`src/rtl/syncnt_down.sv`:
```
// Loadable synchronous down-counter/timer with one-shot or auto-reload expiry.
// TC pulses for one cycle per expiry; Q, TC and RUN are all registered.
module syncnt_down #(
  parameter int WIDTH = 8
) (
  input  logic             CLK,
  input  logic             RESET,
  input  logic [WIDTH-1:0] D,
  input  logic             LDL,
  input  logic             CE,
  input  logic             START,
  input  logic             STOP,
  input  logic             AUTO,
  output logic [WIDTH-1:0] Q,
  output logic             TC,
  output logic             RUN
);

  typedef enum logic {
    S_IDLE = 1'b0,
    S_RUN  = 1'b1
  } state_t;

  state_t           state_q, state_d;
  logic [WIDTH-1:0] q_q, q_d;
  logic [WIDTH-1:0] r_q, r_d;
  logic             tc_q, tc_d;

  always_ff @(posedge CLK) begin
    if (RESET) begin
      state_q <= S_IDLE;
      q_q     <= '0;
      r_q     <= '0;
      tc_q    <= 1'b0;
    end else begin
      state_q <= state_d;
      q_q     <= q_d;
      r_q     <= r_d;
      tc_q    <= tc_d;
    end
  end

  // Event priority: load, then stop, then start (from IDLE only), then count.
  // START while already running falls through so counting is not stalled.
  always_comb begin
    state_d = state_q;
    q_d     = q_q;
    r_d     = r_q;
    tc_d    = 1'b0;
    if (!LDL) begin
      r_d = D;
      q_d = D;
    end else if (STOP) begin
      state_d = S_IDLE;
    end else if (START && state_q == S_IDLE) begin
      state_d = S_RUN;
    end else if (state_q == S_RUN && CE) begin
      if (q_q != '0) begin
        q_d = q_q - 1'b1;
      end else begin
        // Zero is always an expiry point, never a wrap.
        tc_d = 1'b1;
        if (AUTO) q_d = r_q;
        else      state_d = S_IDLE;
      end
    end
  end

  assign Q   = q_q;
  assign TC  = tc_q;
  assign RUN = (state_q == S_RUN);

endmodule
```
`config.mk`:
```
export PLATFORM = sky130hd
export DESIGN_NAME = syncnt_down
export DESIGN_NICKNAME = d
export VERILOG_FILES = /design/src/rtl/syncnt_down.sv
export SDC_FILE = /design/constraint.sdc
export NUM_CORES = 1
export LEC_CHECK = 0
export ABC_CLOCK_PERIOD_IN_PS = 3300
export BUFFER_PORTS_ARGS = -buffer_cell sky130_fd_sc_hd__buf_2
export CAP_MARGIN = 20
export CORE_ASPECT_RATIO = 1.4
export CORE_MARGIN = 10
export CORE_UTILIZATION = 56
export CTS_CLUSTER_SIZE = 14
export DETAILED_ROUTE_END_ITERATION = 16
export PLACE_DENSITY = 0.84
export SETUP_SLACK_MARGIN = 0.05
export SLEW_MARGIN = 20
export SYNTH_ARGS = -nofsm -noshare
export SYNTH_HDL_FRONTEND = slang
export SYNTH_SLANG_ARGS = --single-unit
```
`constraint.sdc`:
```
create_clock -name CLK -period 3.3 [get_ports CLK]
set_input_delay 0.165 -clock CLK [delete_from_list [all_inputs] [get_ports CLK]]
set_output_delay 0.165 -clock CLK [all_outputs]
set_load 0.02 [all_outputs]
```
==> run summary, run 1 <==
status -> complete, no violations
CTS sink cnt -> 18
VDD IR max -> 0.000273 V
final setup fails -> 0
Tot Pwr -> 488 uW
worst path arrival time -> 2.13 ns
maxcap violations -> 0
initial antenna violation count -> 0
Initial DRT Pass Iterations -> 4
Final Hold Fails -> 0
DIE AREA -> 4010 um2
TritonCTS Buffers -> 3
Setup crit end kind -> flip-flop
Post-Synth XOR/XNOR Area -> 2.52%
largest net degree at the start of global routing -> 25
Synth Area per Inst -> 8.83 um2
fin crit period -> 1.90 ns
Leak Pwr -> 0.511 nW
Design Area, Final -> 1180 um2
H-Tree Depth -> 1
Post-DP Area -> 1160 um2
grt total ovfl -> 0
clk_lat worst skew -> 0.30 ns
startpoint types -> flip-flop
Synth top area share -> 34.6%
slowest CP cell -> or4b_4
die height -> 71.0 um
GRT Overall Usage -> 12.2%
ranking of synthesized cells by area -> dfxtp_1, a21oi_1, nand2_1
post_cts resized -> 0
post-synthesis mux area share -> 8.16%
worst-path fanout max -> 6
DR vias/cell -> 6.26
pre-CTS setup slack -> 1.45 ns
final wirelength -> 2550 um
CP Cell Sequence -> inv_1 -> ha_1 -> or4b_4 -> nor2_4 -> mux2_1 -> o22ai_1
vias in the first global route -> 984
RSZ-0062 raised after global routing -> no
worst setup margin -> 1.40 ns
largest family of logic cells by synthesized area -> simple AND/OR/NAND/NOR gates
Clock Path Buffers -> 2
worst path required time -> 3.53 ns
Buf/Inv on CP -> 1
Crit path largest cell delay -> 0.52 ns
CTS tree -> yes
Ys Warns -> 0
Clock Skew -> 0.00161 ns
CORE AREA -> 1780 um2
Initial Util -> 58.6%
leading area contributor after synthesis -> dfxtp_1
final net count -> 159
Synth Register Bits -> 18
post-synth design cell area -> 1040 um2
Synth Area in Adders -> 2.40%
Antenna Cells -> 0
Die W -> 56.5 um
max-slew violations -> 0
ANT nets after route -> 0
Mapped Cells -> 118
most frequent cells in the layout -> buf_2, dfxtp_1, nor2_1, nand2_1, a21oi_1
first-pass GRT wire length -> 4160 um
sequential fraction of the synthesis area -> 34.6%
port buffer count -> 24
critical path class -> flip-flop to flip-flop
placed cells -> 157
Row Count -> 18
Syn Nets -> 135
Worst-path clk slew -> 0.10 ns
clock root buffer -> clkbuf_4
hold bufs inserted after CTS -> 0
share of layout cells above drive strength 1 -> 30.0%
Util after Layout -> 66.5%
DRC Markers -> 0
RD Place Congestion -> 0.963
post-synth cell types -> 41
WL per Instance -> 15.9 um
Hold Path Class -> primary input to flip-flop
CP top delay family -> simple AND/OR/NAND/NOR gates
Post-DP HPWL -> 1920 um
WHS -> 0.105 ns
Syn-to-layout area delta -> 13.6%
Non-Filler Instances -> 160
drt initial violations -> 56
total power per unit cell area -> 413 nW/um2
Max Freq -> 527 MHz
Setup Buffers After CTS -> 0
setup TNS -> 0 ns
commonest non-fill, non-tap cell in the layout -> buf_2
Slew headroom -> 71.7%
Synth Area in Compound Gates -> 19.9%
area share of and/or/nand/nor cells after synthesis -> 27.7%
# IOs -> 25
via count -> 1002
final worst-path cycle share -> 57.5%
Tightest Pin Transition -> 0.424 ns
[tightest hold or removal path, stage by stage]
cell,delay (ns)
buf_2,0.08
mux2i_1,0.06
nor2_1,0.07
[power breakdown]
part           total (mW)  internal, mW  leakage [nW]  switching (mW)
Combinational       0.131        0.0594         0.349          0.0714
Sequential          0.245         0.230         0.148          0.0156
Clock               0.112        0.0426        0.0138          0.0695
[cells in the mapped netlist]
cell / instances
dfxtp_1: 18
nor3_1: 3
ha_1: 2
nand2_1: 11
nor2b_1: 4
nand3b_1: 1
a21oi_1: 10
nand3_1: 1
a211oi_1: 1
or3_4: 1
nor3_4: 2
inv_1: 6
buf_1: 1
and2_0: 1
clkbuf_1: 3
o22ai_1: 4
a221oi_1: 1
a31oi_1: 5
a41o_2: 1
a41o_1: 2
xnor2_1: 2
nand3_4: 1
nand4_1: 2
a311o_1: 1
nor3_2: 1
nor2_1: 11
a21bo_2: 1
mux2_2: 3
a31o_2: 1
and3b_1: 1
mux2_1: 1
o21bai_1: 1
and3_2: 1
or4b_4: 1
xor2_1: 1
nor2_4: 1
buf_6: 1
nor3b_1: 3
o21ai_1: 1
mux2i_1: 4
a31oi_2: 1
[area by class of cell]
class	instances	area, um2
repair buffers	24	120
clock buffers	3	22.5
inverters	6	22.5
flip-flops and latches	18	360
fillers	145	596
multi-input cells	89	633
well taps	20	25.0
[layer usage]
| layer | vias up | GRT usage, % | part of all wire [%] |
|---|---|---|---|
| li1 | 477 | - | - |
| met1 | 464 | 12.5 | 39 |
| met2 | 50 | 21.6 | 51 |
| met3 | 11 | 3.04 | 7.6 |
| met4 | 0 | 6.97 | 2.4 |
| met5 | - | 0 | 0 |
[cells by family (layout without fill, tap and decap cells)]
group | after synthesis | after routing
compound gates | 30 | 30
xor+xnor | 3 | 3
fa+ha+maj | 2 | 2
buf+inv | 11 | 33
flops | 18 | 18
mux | 8 | 8
simple gates | 46 | 46
[worst paths after layout]
kind,start,endpoint,slack [ns],cells after the start
max reg2reg,Q[0],Q[1],1.40,6
min,D[0],r_q[0],0.10,3
min reg2reg,r_q[6],r_q[6],0.47,2
max,Q[0],Q[1],1.40,6
[sequential cells by signal, summed over array words and instances, names as in the netlist]
register and flops:
RUN 1, TC 1, Q 8, r_q 8
No activity file was read; power rests on OpenSTA's default activity.
==> inputs of run 2 (changes only) <==
--- a/config.mk
+++ b/config.mk
@@ -5,15 +5,16 @@
 export SDC_FILE = /design/constraint.sdc
 export NUM_CORES = 1
 export LEC_CHECK = 0
-export ABC_CLOCK_PERIOD_IN_PS = 3300
+export ABC_AREA = 1
+export ABC_CLOCK_PERIOD_IN_PS = 1700
 export BUFFER_PORTS_ARGS = -buffer_cell sky130_fd_sc_hd__buf_2
 export CAP_MARGIN = 20
 export CORE_ASPECT_RATIO = 1.4
 export CORE_MARGIN = 10
-export CORE_UTILIZATION = 56
+export CORE_UTILIZATION = 47
 export CTS_CLUSTER_SIZE = 14
 export DETAILED_ROUTE_END_ITERATION = 16
-export PLACE_DENSITY = 0.84
+export PLACE_DENSITY = 0.75
 export SETUP_SLACK_MARGIN = 0.05
 export SLEW_MARGIN = 20
 export SYNTH_ARGS = -nofsm -noshare
==> constraint.sdc (replaced) <==
create_clock -name CLK -period 1.7 [get_ports CLK]
set_input_delay 0.085 -clock CLK [delete_from_list [all_inputs] [get_ports CLK]]
set_output_delay 0.085 -clock CLK [all_outputs]
set_load 0.02 [all_outputs]
==> run 2 against run 1 <==
  * Sequential share of layout area decreased by 1.1 points
  * Utilization decreased by 10 points
  * Combinational power increased by 130%
  * Via count increased by 8.8%
  * Largest power group unchanged
  * Highest routed layer unchanged
==> run summary, run 2 <==
VDD IR max -> 0.000583 V
Max Freq -> 675 MHz
Synth Area per Inst -> 6.56 um2
initial antenna violation count -> 0
share of layout cells above drive strength 1 -> 23.0%
CTS tree -> yes
worst-path fanout max -> 9
FF-to-FF path depth -> 9
RD Place Congestion -> 0.835
worst setup margin -> 0.218 ns
pre-CTS setup slack -> 0.237 ns
GRT Overall Usage -> 12.1%
post-synth cell types -> 23
post-synth design cell area -> 1060 um2
Post-synth ARST share -> 0%
sequential fraction of the synthesis area -> 33.9%
Ys Warns -> 0
vias in the first global route -> 1102
largest net degree at the start of global routing -> 15
Hold Path Class -> primary input to flip-flop
Initial Util -> 48.9%
Tightest Pin Transition -> 0.275 ns
Clock Path Buffers -> 2
Die W -> 60.2 um
CP Cell Sequence -> inv_1 -> ha_1 -> nand3_2 -> nor2_8 -> nand2_4 -> nand3_4 -> inv_2 -> o21ai_1 -> nor2_1
final wirelength -> 2630 um
Non-Filler Instances -> 209
RSZ-0062 raised after global routing -> no
slowest CP cell -> dfxtp_1
setup TNS -> 0 ns
DR vias/cell -> 5.22
Antenna Cells -> 0
via count -> 1090
die height -> 76.3 um
worst reg2reg startpoint -> Q[0]
Setup crit start -> Q[0]
Clock Skew -> 0.00565 ns
critical path class -> flip-flop to flip-flop
port buffer count -> 24
ranking of synthesized cells by area -> dfxtp_1, nand2_1, nor2_1
Syn-to-layout area delta -> 15.5%
Post-DP HPWL -> 2110 um
grt met1 use -> 13.1%
TritonCTS Buffers -> 3
Initial DRT Pass Iterations -> 4
status -> complete, no violations
GR Util met2 -> 21.5%
Setup Buffers After CTS -> 0
CORE AREA -> 2180 um2
H-Tree Depth -> 1
commonest non-fill, non-tap cell in the layout -> nand2_1
final net count -> 206
most frequent cell after synthesis -> nand2_1
Setup crit end kind -> flip-flop
met3 usage -> 3.00%
final worst-path cycle share -> 87.2%
startpoint types -> flip-flop
clk_lat worst skew -> 0.30 ns
total power per unit cell area -> 806 nW/um2
Post-DP Area -> 1210 um2
drt initial violations -> 50
Syn Nets -> 179
Synth Register Bits -> 18
WL per Instance -> 12.6 um
hold bufs inserted after CTS -> 0
worst path required time -> 1.90 ns
Row Count -> 20
Design Area, Final -> 1230 um2
# IOs -> 25
Post-synth EDFFs -> 0
CTS sink cnt -> 18
flop2flop setup slack -> 0.22 ns
ANT nets after route -> 0
DIE AREA -> 4590 um2
top cells by instance count after synthesis -> nand2_1, nor2_1, dfxtp_1, inv_1
Main synth FF type -> dfxtp_1
grt total ovfl -> 0
Leak Pwr -> 0.657 nW
Slew headroom -> 81.6%
worst path arrival time -> 1.68 ns
Crit path largest cell delay -> 0.34 ns
final setup fails -> 0
fin crit period -> 1.48 ns
post_cts resized -> 0
filler instances -> 227
leading area contributor after synthesis -> dfxtp_1
maxcap violations -> 0
max-slew violations -> 0
placed cells -> 206
Final Hold Fails -> 0
Synth top area share -> 33.9%
busiest grt layer -> met2
clock root buffer -> clkbuf_4
first-pass GRT wire length -> 4600 um
DRC Markers -> 0
Worst-path clk slew -> 0.10 ns
Critical Path Sink -> Q[2]
Util after Layout -> 56.4%
most frequent cells in the layout -> nand2_1, buf_2, nor2_1, dfxtp_1, inv_1
r2r endpoint -> Q[2]
Mapped Cells -> 162
==> run 2: cell types whose count changed after synthesis, moves of 3 or more <==
cell     change
inv_2        +4
nand3_2      +3
nand3_1     +11
nor2_1       +9
nand2_1     +37
nand2_4      +3
nor2b_1      -4
o21ai_0      +5
a31oi_1      -5
mux2_2       -3
inv_1       +12
mux2i_1      -4
nor3b_1      -3
==> run 2: metrics by stage <==
| step | hold slack, ns | power, mW |
|---|---|---|
| 2_1_floorplan | 0.191 | 0.708 |
| 3_3_place_gp | 0.332 | 0.778 |
| 3_5_place_dp | 0.341 | 0.789 |
| 4_1_cts | 0.0321 | 0.999 |
| 5_1_grt | 0.0342 | 1.06 |
| 6_report | 0.0340 | 0.990 |
==> run 2: area by class of cell <==
cell class | instances | area (um2) | area share [%]
Multi-Input combinational cell | 119 | 608 | 49.5
Sequential cell | 18 | 360 | 29.3
Timing Repair Buffer | 25 | 128 | 10.4
Inverter | 22 | 82.6 | 6.72
Tap cell | 22 | 27.5 | 2.24
Clock buffer | 3 | 22.5 | 1.83
==> run 2: critical path: cells and delay by family, from the launching register on <==
family | cells | cell delay [ns]
AO/OA/AOI/OAI | 1 | 0.11
adder cells (fa/ha/maj) | 1 | 0.20
buffers and inverters | 2 | 0.17
flip-flops | 1 | 0.34
AND/OR/NAND/NOR | 5 | 0.57
==> run 2: where the power goes <==
group          switching (mW)  total [mW]  internal (mW)
combinational           0.194       0.304          0.110
clock                   0.131       0.214         0.0826
sequential             0.0244       0.472          0.448
total                   0.350       0.990          0.640
==> run 2: layer usage <==
metal / up-vias / routed length (um) / part of all wire, %
li1: 567 / - / -
met1: 501 / 1090 / 41
met2: 18 / 1420 / 54
met3: 4 / 96 / 3.7
met4: 0 / 31 / 1.2
met5: - / 0 / 0
==> run 2: worst min path at each step <==
stage	start	endpoint	slack [ns]	cells after the start
after floorplan	RESET	r_q[6]	0.19	1
after global placement	D[5]	Q[5]	0.33	3
after detailed placement	D[5]	Q[5]	0.34	3
after CTS	D[5]	Q[5]	0.03	3
after global routing	D[5]	Q[5]	0.03	3
final	D[5]	Q[5]	0.03	3
==> run 2: cell families after synthesis <==
group | share of synthesized area, %
AOI/OAI and AO/OA | 11.4
and+or+nand+nor | 42.6
xor gates and xnor gates | 0.824
buffers and inverters | 8.94
adders and majority gates | 2.35
DFF | 33.9
